<file path="src/rtl/lmc_r60.sv">
// lmc_r60: Little-Man-Computer trainer core with a push-button loaded program RAM,
// an accumulator datapath and a LOAD/FETCH/EXEC/HALT sequencer.
//
// Ports:
//   timer555    - system clock, all state changes on the rising edge
//   reset_count - synchronous active-high reset (RAM contents are kept)
//   run         - 0 = load mode, 1 = run mode (level)
//   RAM_button  - load strobe; one write per sampled rising edge
//   data_in     - word written at `counter` in load mode
//   counter     - load address in LOAD, program counter otherwise
//   RAM_out     - combinational read of mem[counter]
//   Acc_out     - accumulator
//   carry       - carry of last ADD / borrow of last SUB
//   out_data    - value latched by OUT
//   out_valid   - one-cycle pulse after each OUT
//   halted      - high while in HALT
module lmc_r60 #(
    parameter int unsigned ADDR_WIDTH = 4,
    parameter int unsigned DATA_WIDTH = 8
) (
    input  logic                  timer555,
    input  logic                  reset_count,
    input  logic                  run,
    input  logic                  RAM_button,
    input  logic [DATA_WIDTH-1:0] data_in,
    output logic [ADDR_WIDTH-1:0] counter,
    output logic [DATA_WIDTH-1:0] RAM_out,
    output logic [DATA_WIDTH-1:0] Acc_out,
    output logic                  carry,
    output logic [DATA_WIDTH-1:0] out_data,
    output logic                  out_valid,
    output logic                  halted
);

    typedef enum logic [1:0] {StLoad, StFetch, StExec, StHalt} state_e;

    localparam logic [2:0] OpHlt = 3'd0;
    localparam logic [2:0] OpAdd = 3'd1;
    localparam logic [2:0] OpSub = 3'd2;
    localparam logic [2:0] OpSta = 3'd3;
    localparam logic [2:0] OpLda = 3'd4;
    localparam logic [2:0] OpBra = 3'd5;
    localparam logic [2:0] OpBrz = 3'd6;
    localparam logic [2:0] OpOut = 3'd7;

    logic [DATA_WIDTH-1:0] mem [2**ADDR_WIDTH];

    state_e                state_q, state_d;
    logic [ADDR_WIDTH-1:0] counter_q, counter_d;
    logic [DATA_WIDTH-1:0] acc_q, acc_d;
    logic                  carry_q, carry_d;
    logic [DATA_WIDTH-1:0] out_data_q, out_data_d;
    logic                  out_valid_q, out_valid_d;
    logic                  btn_q;
    // Only the opcode and operand address of the instruction word are kept;
    // the middle bits carry no meaning.
    logic [2:0]            ir_opc_q, ir_opc_d;
    logic [ADDR_WIDTH-1:0] ir_addr_q, ir_addr_d;

    logic                  mem_we;
    logic [ADDR_WIDTH-1:0] mem_waddr;
    logic [DATA_WIDTH-1:0] mem_wdata;
    logic [DATA_WIDTH-1:0] operand;

    assign RAM_out   = mem[counter_q];
    assign operand   = mem[ir_addr_q];
    assign counter   = counter_q;
    assign Acc_out   = acc_q;
    assign carry     = carry_q;
    assign out_data  = out_data_q;
    assign out_valid = out_valid_q;
    assign halted    = (state_q == StHalt);

    always_comb begin
        state_d     = state_q;
        counter_d   = counter_q;
        acc_d       = acc_q;
        carry_d     = carry_q;
        out_data_d  = out_data_q;
        out_valid_d = 1'b0;
        ir_opc_d    = ir_opc_q;
        ir_addr_d   = ir_addr_q;
        mem_we      = 1'b0;
        mem_waddr   = counter_q;
        mem_wdata   = data_in;

        unique case (state_q)
            StLoad: begin
                // Run wins over a simultaneous button edge.
                if (run) begin
                    state_d   = StFetch;
                    counter_d = '0;
                end else if (RAM_button && !btn_q) begin
                    mem_we    = 1'b1;
                    counter_d = counter_q + 1'b1;
                end
            end
            StFetch: begin
                if (!run) begin
                    state_d   = StLoad;
                    counter_d = '0;
                end else begin
                    ir_opc_d  = RAM_out[DATA_WIDTH-1 -: 3];
                    ir_addr_d = RAM_out[ADDR_WIDTH-1:0];
                    counter_d = counter_q + 1'b1;
                    state_d   = StExec;
                end
            end
            StExec: begin
                state_d = run ? StFetch : StLoad;
                unique case (ir_opc_q)
                    OpHlt: if (run) state_d = StHalt;
                    OpAdd: {carry_d, acc_d} = {1'b0, acc_q} + {1'b0, operand};
                    OpSub: begin
                        acc_d   = acc_q - operand;
                        carry_d = (operand > acc_q);
                    end
                    OpSta: begin
                        mem_we    = 1'b1;
                        mem_waddr = ir_addr_q;
                        mem_wdata = acc_q;
                    end
                    OpLda: acc_d = operand;
                    OpBra: counter_d = ir_addr_q;
                    OpBrz: if (acc_q == '0) counter_d = ir_addr_q;
                    OpOut: begin
                        out_data_d  = acc_q;
                        out_valid_d = 1'b1;
                    end
                    default: ;
                endcase
                // The instruction completes, but a dropped run returns to load mode.
                if (!run) counter_d = '0;
            end
            StHalt: begin
                if (!run) begin
                    state_d   = StLoad;
                    counter_d = '0;
                end
            end
            default: state_d = StLoad;
        endcase
    end

    always_ff @(posedge timer555) begin
        if (reset_count) begin
            state_q     <= StLoad;
            counter_q   <= '0;
            acc_q       <= '0;
            carry_q     <= 1'b0;
            out_data_q  <= '0;
            out_valid_q <= 1'b0;
            ir_opc_q    <= '0;
            ir_addr_q   <= '0;
            btn_q       <= 1'b0;
        end else begin
            state_q     <= state_d;
            counter_q   <= counter_d;
            acc_q       <= acc_d;
            carry_q     <= carry_d;
            out_data_q  <= out_data_d;
            out_valid_q <= out_valid_d;
            ir_opc_q    <= ir_opc_d;
            ir_addr_q   <= ir_addr_d;
            btn_q       <= RAM_button;
        end
    end

    // RAM is never cleared; reset only blocks a write in its own cycle.
    always_ff @(posedge timer555) begin
        if (mem_we && !reset_count) begin
            mem[mem_waddr] <= mem_wdata;
        end
    end

endmodule

</file>
<file path="config.mk">
export PLATFORM = sky130hd
export DESIGN_NAME = lmc_r60
export DESIGN_NICKNAME = d
export VERILOG_FILES = /design/src/rtl/lmc_r60.sv
export SDC_FILE = /design/constraint.sdc
export NUM_CORES = 1
export LEC_CHECK = 0
export CORE_MARGIN = 3
export CORE_UTILIZATION = 45
export CTS_BUF_LIST = sky130_fd_sc_hd__clkbuf_8
export CTS_CLUSTER_DIAMETER = 60
export DETAILED_ROUTE_END_ITERATION = 7
export DONT_BUFFER_PORTS = 1
export SLEW_MARGIN = 5
export SYNTH_ARGS = -nofsm -noshare
export SYNTH_HDL_FRONTEND = slang
export SYNTH_SLANG_ARGS = --single-unit
</file>
<file path="constraint.sdc">
create_clock -name timer555 -period 3.6 [get_ports timer555]
set_input_delay 0.36 -clock timer555 [delete_from_list [all_inputs] [get_ports timer555]]
set_output_delay 0.36 -clock timer555 [all_outputs]
set_load 0.01 [all_outputs]
</file>
==> impl_table.tex, run 1 <==
\begin{tabular}{lr}
\hline
Metric & Value \\
\hline
\multicolumn{2}{l}{\textbf{Run status}} \\
\quad Result of the run & complete, no violations \\
\multicolumn{2}{l}{\textbf{STA}} \\
\quad Final period utilization & 0.938 \\
\quad Clk\_skew & 15.8 ps \\
\quad Number of slew-limit violations in the final report & 0 \\
\quad Setup TNS after final layout & 0 ps \\
\quad Slew at the pin closest to its max-slew limit & 1300 ps \\
\quad Headroom to the max-slew limit & 0.128 \\
\quad Final count of hold timing violations & 0 \\
\quad Minimum clock period after layout & 3380 ps \\
\quad Final setup violation count & 0 \\
\quad RSZ-0062 raised after global routing & false \\
\quad FMAX & 0.296 GHz \\
\multicolumn{2}{l}{\textbf{Yosys}} \\
\quad Number of nets produced by synthesis & 644 \\
\quad Number of flops mapped to enable cells by yosys & 128 \\
\quad Number of synthesized register bits & 168 \\
\quad Arithmetic-cell share of the synthesized area counting full adders, half adders and majority gates & 0.0313 \\
\quad Syn avg cell area & 13.9 µm² \\
\quad Number of library cell types mapped by synthesis & 55 \\
\quad Area contributors post-synth & edfxtp\_1, mux4\_2, dfxtp\_1 \\
\quad Compound-cell area share of the yosys netlist & 0.0680 \\
\quad Post-synthesis xor/xnor area fraction & 0.00516 \\
\quad Synthesis warning total & 0 \\
\quad Primary flip-flop cell chosen by synthesis mapping & edfxtp\_1 \\
\quad Post-synthesis instance area & 0.00848 mm² \\
\quad Main combinational cell family by area after synthesis & multiplexers \\
\quad Post-synth top area share & 0.453 \\
\quad Most area-hungry cell type in the Yosys netlist & edfxtp\_1 \\
\quad Multiplexer fraction of the synthesized cell area & 0.218 \\
\quad Simple-gate share of the synthesized area & 0.103 \\
\quad Sequential fraction of the synthesis area & 0.547 \\
\quad Share of synthesized registers carrying an async set or reset & 0 \\
\quad Cell count after synthesis & 612 \\
\multicolumn{2}{l}{\textbf{GRT}} \\
\quad Total global routing overflow & 0 \\
\quad Vias in the first global route & 5525 \\
\quad Number of antenna violations at the first check in global routing & 0 \\
\quad Total routing usage reported by global routing & 0.224 \\
\quad Global-route wire length before repair & 33.5 mm \\
\quad Pin count of the biggest net entering global routing & 35 \\
\multicolumn{2}{l}{\textbf{Critical path}} \\
\quad Data arrival at the endpoint of the critical path & 3750 ps \\
\quad Critical path endpoint category & flop \\
\quad Crit Path Max Fanout & 16 \\
\quad Required time of the critical path & 3970 ps \\
\quad CP Launch Type & flop \\
\quad Type of the setup path with the least slack & reg -> reg \\
\quad Depth of the worst register-to-register path & 10 \\
\quad Worst setup path endpoint & Acc\_out[7]\$\_SDFFE\_PP0P\_ \\
\quad Endpoint of the worst-slack reg-to-reg timing path & Acc\_out[7]\$\_SDFFE\_PP0P\_ \\
\quad Setup slack on the worst flop-to-flop path & 220 ps \\
\multicolumn{2}{l}{\textbf{Placed design}} \\
\quad Port bufs & 0 \\
\quad Final GP Congestion & 0.881 \\
\quad HPWL reported at the end of detailed placement & 14.9 mm \\
\multicolumn{2}{l}{\textbf{Drt}} \\
\quad Routed Wire Length & 21.9 mm \\
\quad Drt first pass iters & 7 \\
\quad Iter 0 DRT Violations & 544 \\
\quad Routed vias/inst & 6.34 \\
\quad DRT antenna net count & 0 \\
\quad Overall via count from detail\_route & 5453 \\
\quad Drc violations & 0 \\
\quad Wire length per cell after detailed routing & 25.5 µm \\
\multicolumn{2}{l}{\textbf{CTS}} \\
\quad Clock tree from TritonCTS & built \\
\quad Clk Latency, worst-skew pair & 460 ps \\
\quad Level count of the clock H-tree & 4 \\
\quad Maximum buffer depth of the clock tree & 2 \\
\quad Clock Sink Count & 168 \\
\quad Number of CTS-inserted buffers & 17 \\
\quad Cell chosen for the clock root & clkbuf\_8 \\
\quad Post-CTS clock slew at the launch and capture registers of the worst setup and hold paths & 100 ps \\
\multicolumn{2}{l}{\textbf{Layout}} \\
\quad Number of fill cells in the layout & 1549 \\
\quad Number of diodes & 0 \\
\quad Ratio of cells with drive above 1 in the final layout & 0.222 \\
\quad Multi-input gate area in the final layout & 0.00361 mm² \\
\quad FF/Latch Area & 0.00465 mm² \\
\quad P\&R area growth vs syn & 8.89\% \\
\quad Fin util & 0.506 \\
\quad Number of nets in the final layout & 650 \\
\multicolumn{2}{l}{\textbf{Power}} \\
\quad LEAKAGE & 2.99 nW \\
\quad Design Power & 0.00381 W \\
\quad Peak ir drop on the vdd network & 0.186 mV \\
\quad Power per cell area & 412 mW/mm² \\
\multicolumn{2}{l}{\textbf{Worst hold path}} \\
\quad Class of the tightest hold or removal check & in -> reg \\
\multicolumn{2}{l}{\textbf{Run}} \\
\quad Count of max-cap constraint violations & 0 \\
\multicolumn{2}{l}{\textbf{Floorplanning}} \\
\quad Number of primary I/O pins & 43 \\
\quad Overall die width & 143 µm \\
\quad Height of the chip & 143 µm \\
\quad Area enclosed by the die boundary & 0.0205 mm² \\
\quad Placeable core region & 0.0183 mm² \\
\quad Starting Density & 0.464 \\
\quad Row Count & 49 \\
\hline
\end{tabular}
## through the flow
stage | hold WS (ps) | instances | worst slack (ps) | instance area [µm²]
after floorplan | 476 | 612 | 367 | 8480
after global placement | 436 | 821 | 111 | 8760
after detailed placement | 436 | 821 | 38.8 | 8760
after CTS | 14.5 | 854 | 6.13 | 9180
after global routing | 20.7 | 860 | 11.0 | 9240
final | 40.1 | 860 | 225 | 9240
## worst min path at each step
| stage | endpoint | cells after the start | slack (ps) | from |
|---|---|---|---|---|
| floorplan | flop | 2 | 480 | ir_addr_q[1]$_SDFFE_PP0P_ |
| global placement | ir_opc_q[2]$_SDFFE_PP0P_ | 1 | 440 | reset_count |
| detailed placement | ir_opc_q[1]$_SDFFE_PP0P_ | 1 | 440 | reset_count |
| CTS | btn_q$_SDFF_PP0_ | 1 | 10 | RAM_button |
| global route | btn_q$_SDFF_PP0_ | 1 | 20 | RAM_button |
| finish | btn_q$_SDFF_PP0_ | 1 | 40 | RAM_button |
## timing repair
item / in CTS / in global routing
endpoints found under the hold margin: 38 / 0
gates resized for setup: 0 / 3
hold buffers: 1 / 0
buffers inserted: 0 / 6
endpoints found under the setup margin: 0 / 6
## power breakdown
part           internal, W  total, W  switching (W)
sequential         0.00209   0.00211      0.0000215
combinational     0.000145  0.000330       0.000185
clock             0.000631   0.00137       0.000735
total              0.00287   0.00381       0.000941
## layout make-up
cell class,instances,area share
flip-flops and latches,168,0.503
clock buffers,17,0.0253
inverters,15,0.00610
multi-input cells,388,0.391
repair buffers,28,0.0259
well taps,229,0.0310
clock inverters,15,0.0177
## cells in the mapped netlist, types with 12 or more instances
cell type and instances:
a21oi_1 26, edfxtp_1 128, nor3_1 15, buf_2 12
nand2_1 48, inv_1 14, clkbuf_1 19, mux4_2 72
nor2_1 50, nor2b_1 15, mux2i_1 19, ha_1 18
dfxtp_1 40
## cells in the final DEF, fill, tap and decap left out, types with 17 or more instances in the layout
cell type,synthesis,layout
nor2_1,50,50
dfxtp_1,40,38
mux2i_1,19,19
buf_4,1,25
edfxtp_1,128,128
ha_1,18,18
nand2_1,48,48
a21oi_1,26,26
mux4_2,72,72
clkbuf_8,0,17
## flip-flops by register name, summed over array words and instances (netlist names), named ones only
signal / flops
ir_addr_q: 4
out_data: 8
counter: 4
Acc_out: 8
state_q: 2
out_valid: 1
carry: 1
mem: 128
ir_opc_q: 3
btn_q: 1
## cells by family after synthesis
group | Yosys count
adder cells (fa/ha/maj) | 20
buffers and inverters | 56
XOR/XNOR | 5
flip-flops | 168
AO/OA/AOI/OAI | 88
multiplexers | 94
AND/OR/NAND/NOR | 181
## layer usage
| metal | global-route usage | up-vias | wire length, µm | part of all wire |
|---|---|---|---|---|
| li1 | - | 2390 | - | - |
| met1 | 0.306 | 2801 | 9110 | 0.42 |
| met2 | 0.352 | 218 | 10500 | 0.48 |
| met3 | 0.0496 | 44 | 1700 | 0.077 |
| met4 | 0.0887 | 0 | 606 | 0.028 |
| met5 | 0 | - | 0 | 0 |
## critical path, stage by stage, from the launching register on
cell	delay (ps)
dfxtp_1	810
mux2i_1	160
mux4_2	540
o21a_1	210
ha_1	410
a21oi_1	230
a21boi_1	90
a311oi_1	300
xnor2_1	160
a22oi_1	100
a311oi_1	270
Power figures use the tool's default switching activity.
==> inputs of run 2 (changes only) <==
ABC_AREA = 1   (was default)
==> impl_table.tex, run 2 <==
\begin{tabular}{lr}
\hline
Metric & Value \\
\hline
\multicolumn{2}{l}{\textbf{Run status}} \\
\quad Result of the run & complete, no violations \\
\multicolumn{2}{l}{\textbf{Drt}} \\
\quad Routed vias/inst & 5.47 \\
\quad Routed Wire Length & 24.1 mm \\
\quad Iter 0 DRT Violations & 684 \\
\quad Wire length per cell after detailed routing & 18.0 µm \\
\quad Drt first pass iters & 5 \\
\quad Overall via count from detail\_route & 7322 \\
\quad DRT antenna net count & 0 \\
\quad Drc violations & 0 \\
\multicolumn{2}{l}{\textbf{Critical path}} \\
\quad Worst setup path endpoint & Acc\_out[6]\$\_SDFFE\_PP0P\_ \\
\quad CP Launch Type & flop \\
\quad Required time of the critical path & 3960 ps \\
\quad Data arrival at the endpoint of the critical path & 3480 ps \\
\quad Crit Path Max Fanout & 59 \\
\quad Critical path endpoint category & flop \\
\quad Type of the setup path with the least slack & reg -> reg \\
\quad Endpoint of the worst-slack reg-to-reg timing path & Acc\_out[6]\$\_SDFFE\_PP0P\_ \\
\quad Depth of the worst register-to-register path & 16 \\
\quad Setup slack on the worst flop-to-flop path & 480 ps \\
\multicolumn{2}{l}{\textbf{Yosys}} \\
\quad Synthesis warning total & 0 \\
\quad Cell with the most instances after synthesis & nand2\_1 \\
\quad Cell count after synthesis & 1065 \\
\quad Syn avg cell area & 8.49 µm² \\
\quad Number of flops mapped to enable cells by yosys & 128 \\
\quad Number of synthesized register bits & 168 \\
\quad Area contributors post-synth & edfxtp\_1, dfxtp\_1, nand2\_1 \\
\quad Arithmetic-cell share of the synthesized area counting full adders, half adders and majority gates & 0.0293 \\
\quad Share of synthesized registers carrying an async set or reset & 0 \\
\quad Simple-gate share of the synthesized area & 0.202 \\
\quad Multiplexer fraction of the synthesized cell area & 0 \\
\quad Post-synthesis xor/xnor area fraction & 0.00387 \\
\quad Most area-hungry cell type in the Yosys netlist & edfxtp\_1 \\
\quad Compound-cell area share of the yosys netlist & 0.159 \\
\quad Post-synth top area share & 0.425 \\
\quad Number of nets produced by synthesis & 1097 \\
\quad Post-synthesis instance area & 0.00904 mm² \\
\quad Main combinational cell family by area after synthesis & simple AND/OR/NAND/NOR gates \\
\quad Sequential fraction of the synthesis area & 0.514 \\
\quad Primary flip-flop cell chosen by synthesis mapping & edfxtp\_1 \\
\quad Number of library cell types mapped by synthesis & 39 \\
\quad Commonest cells in the synthesized netlist & nand2\_1, inv\_1, edfxtp\_1, nand3\_1, o21ai\_0 \\
\multicolumn{2}{l}{\textbf{Layout}} \\
\quad Non-Filler Cell Area, Final & 0.00982 mm² \\
\quad Number of flip-flops under the largest register name & 128 \\
\quad Ratio of cells with drive above 1 in the final layout & 0.0811 \\
\quad Count of placed standard cells in the final layout, fillers left out & 1338 \\
\quad Commonest cells after routing, fill and taps aside & nand2\_1, inv\_1, edfxtp\_1 \\
\quad Register bank with the most flops & mem \\
\quad Most common library cell in the layout ignoring fill and taps & nand2\_1 \\
\quad P\&R area growth vs syn & 8.55\% \\
\quad Number of nets in the final layout & 1092 \\
\quad Number of diodes & 0 \\
\multicolumn{2}{l}{\textbf{STA}} \\
\quad RSZ-0062 raised after global routing & false \\
\quad Final period utilization & 0.867 \\
\quad Clk\_skew & 18.4 ps \\
\quad Final count of hold timing violations & 0 \\
\quad FMAX & 0.321 GHz \\
\quad Setup TNS after final layout & 0 ps \\
\quad Number of slew-limit violations in the final report & 0 \\
\quad Minimum clock period after layout & 3120 ps \\
\quad Headroom to the max-slew limit & 0.450 \\
\quad Slew at the pin closest to its max-slew limit & 823 ps \\
\quad Final setup violation count & 0 \\
\multicolumn{2}{l}{\textbf{GRT}} \\
\quad Total global routing overflow & 0 \\
\quad Total routing usage reported by global routing & 0.227 \\
\quad Number of antenna violations at the first check in global routing & 0 \\
\quad Vias in the first global route & 6828 \\
\quad Pin count of the biggest net entering global routing & 75 \\
\quad Global-route wire length before repair & 38.3 mm \\
\multicolumn{2}{l}{\textbf{CTS}} \\
\quad Maximum buffer depth of the clock tree & 2 \\
\quad Cell chosen for the clock root & clkbuf\_8 \\
\quad Number of CTS-inserted buffers & 17 \\
\quad Post-CTS Setup Inserts & 0 \\
\quad Level count of the clock H-tree & 4 \\
\quad Count of cells resized by post-cts repair & 0 \\
\quad Clock Sink Count & 168 \\
\quad Clk Latency, worst-skew pair & 470 ps \\
\quad Clock tree from TritonCTS & built \\
\quad Post-CTS clock slew at the launch and capture registers of the worst setup and hold paths & 90 ps \\
\multicolumn{2}{l}{\textbf{Floorplanning}} \\
\quad Starting Density & 0.462 \\
\quad Row Count & 51 \\
\quad Number of primary I/O pins & 43 \\
\quad Height of the chip & 148 µm \\
\quad Overall die width & 148 µm \\
\quad Area enclosed by the die boundary & 0.0218 mm² \\
\quad Placeable core region & 0.0196 mm² \\
\multicolumn{2}{l}{\textbf{Placed design}} \\
\quad Placement-stage cell area & 0.00938 mm² \\
\quad Port bufs & 0 \\
\quad Final GP Congestion & 0.892 \\
\quad HPWL reported at the end of detailed placement & 16.4 mm \\
\quad Number of cells in the design after placement & 1303 \\
\multicolumn{2}{l}{\textbf{Power}} \\
\quad Power per cell area & 424 mW/mm² \\
\quad Peak ir drop on the vdd network & 0.184 mV \\
\quad LEAKAGE & 3.90 nW \\
\multicolumn{2}{l}{\textbf{Worst hold path}} \\
\quad Class of the tightest hold or removal check & in -> reg \\
\multicolumn{2}{l}{\textbf{Run}} \\
\quad Count of max-cap constraint violations & 0 \\
\hline
\end{tabular}
## run 2: worst max-delay path: stages, from the launching register on
cell and delay [ps]:
dfxtp_4 710, buf_12 320, o211ai_1 140, nand3_1 100, nand3_1 120, nand2_1 170
inv_1 60, ha_1 370, nand2_1 70, o21ai_0 420, nand2_1 90, nand2_1 90
nand2_1 50, nand2_1 50, o21ai_0 80, nor2_1 110, nor2_1 40
## run 2: where the power goes
part | switching [W] | internal [W] | leakage, nW
combinational | 0.000396 | 0.000183 | 2.22
clock | 0.000721 | 0.000689 | 0.201
sequential | 0.0000660 | 0.00210 | 1.48
total | 0.00118 | 0.00297 | 3.90
## run 2: how the worst min path moves through the flow
stage	end	slack, ps	cells after the start	startpoint
2_1_floorplan	state_q[1]$_SDFFE_PP0P_	480	2	state_q[0]$_SDFFE_PP0P_
3_3_place_gp	out_valid$_SDFF_PP0_	430	1	reset_count
3_5_place_dp	out_valid$_SDFF_PP0_	440	1	reset_count
4_1_cts	ir_opc_q[2]$_SDFFE_PP0P_	3	3	reset_count
5_1_grt	carry$_SDFFE_PP0P_	20	3	reset_count
6_report	ir_opc_q[2]$_SDFFE_PP0P_	40	3	reset_count
## run 2: per-stage QoR
stage	worst slack (ps)	total power [W]	utilization	hold slack, ps
floorplan	1010	0.00261	-	481
global placement	576	0.00278	0.479	434
detailed placement	530	0.00278	0.479	436
CTS	505	0.00419	0.501	2.99
global route	172	0.00435	0.501	15.3
finish	480	0.00416	0.501	39.4
## run 2: kinds of logic after synthesis
logic type / Yosys count
buf+inv: 203
compound gates: 247
fa+ha+maj: 20
simple gates: 423
xor+xnor: 4
flops: 168
## run 2: routing by layer
layer	track usage	share of wire	vias up	wire (µm)
met5	0	0	-	0
met4	0.0652	0.016	0	393
met3	0.0438	0.058	35	1400
met2	0.375	0.48	225	11500
met1	0.308	0.45	3448	10800
li1	-	-	3614	-
## run 2: area by class of cell
type | instances | area [µm²]
Clock buffer | 17 | 234
Tap cell | 265 | 332
Timing Repair Buffer | 36 | 315
Sequential cell | 168 | 4650
Inverter | 143 | 537
Fill cell | 1882 | 9770
Clock inverter | 15 | 176
Multi-Input combinational cell | 694 | 3570
## run 2: timing repair
item                       CTS  global route
hold endpoints to repair     4             0
setup endpoints to repair    0             0
hold buffers                 3             0
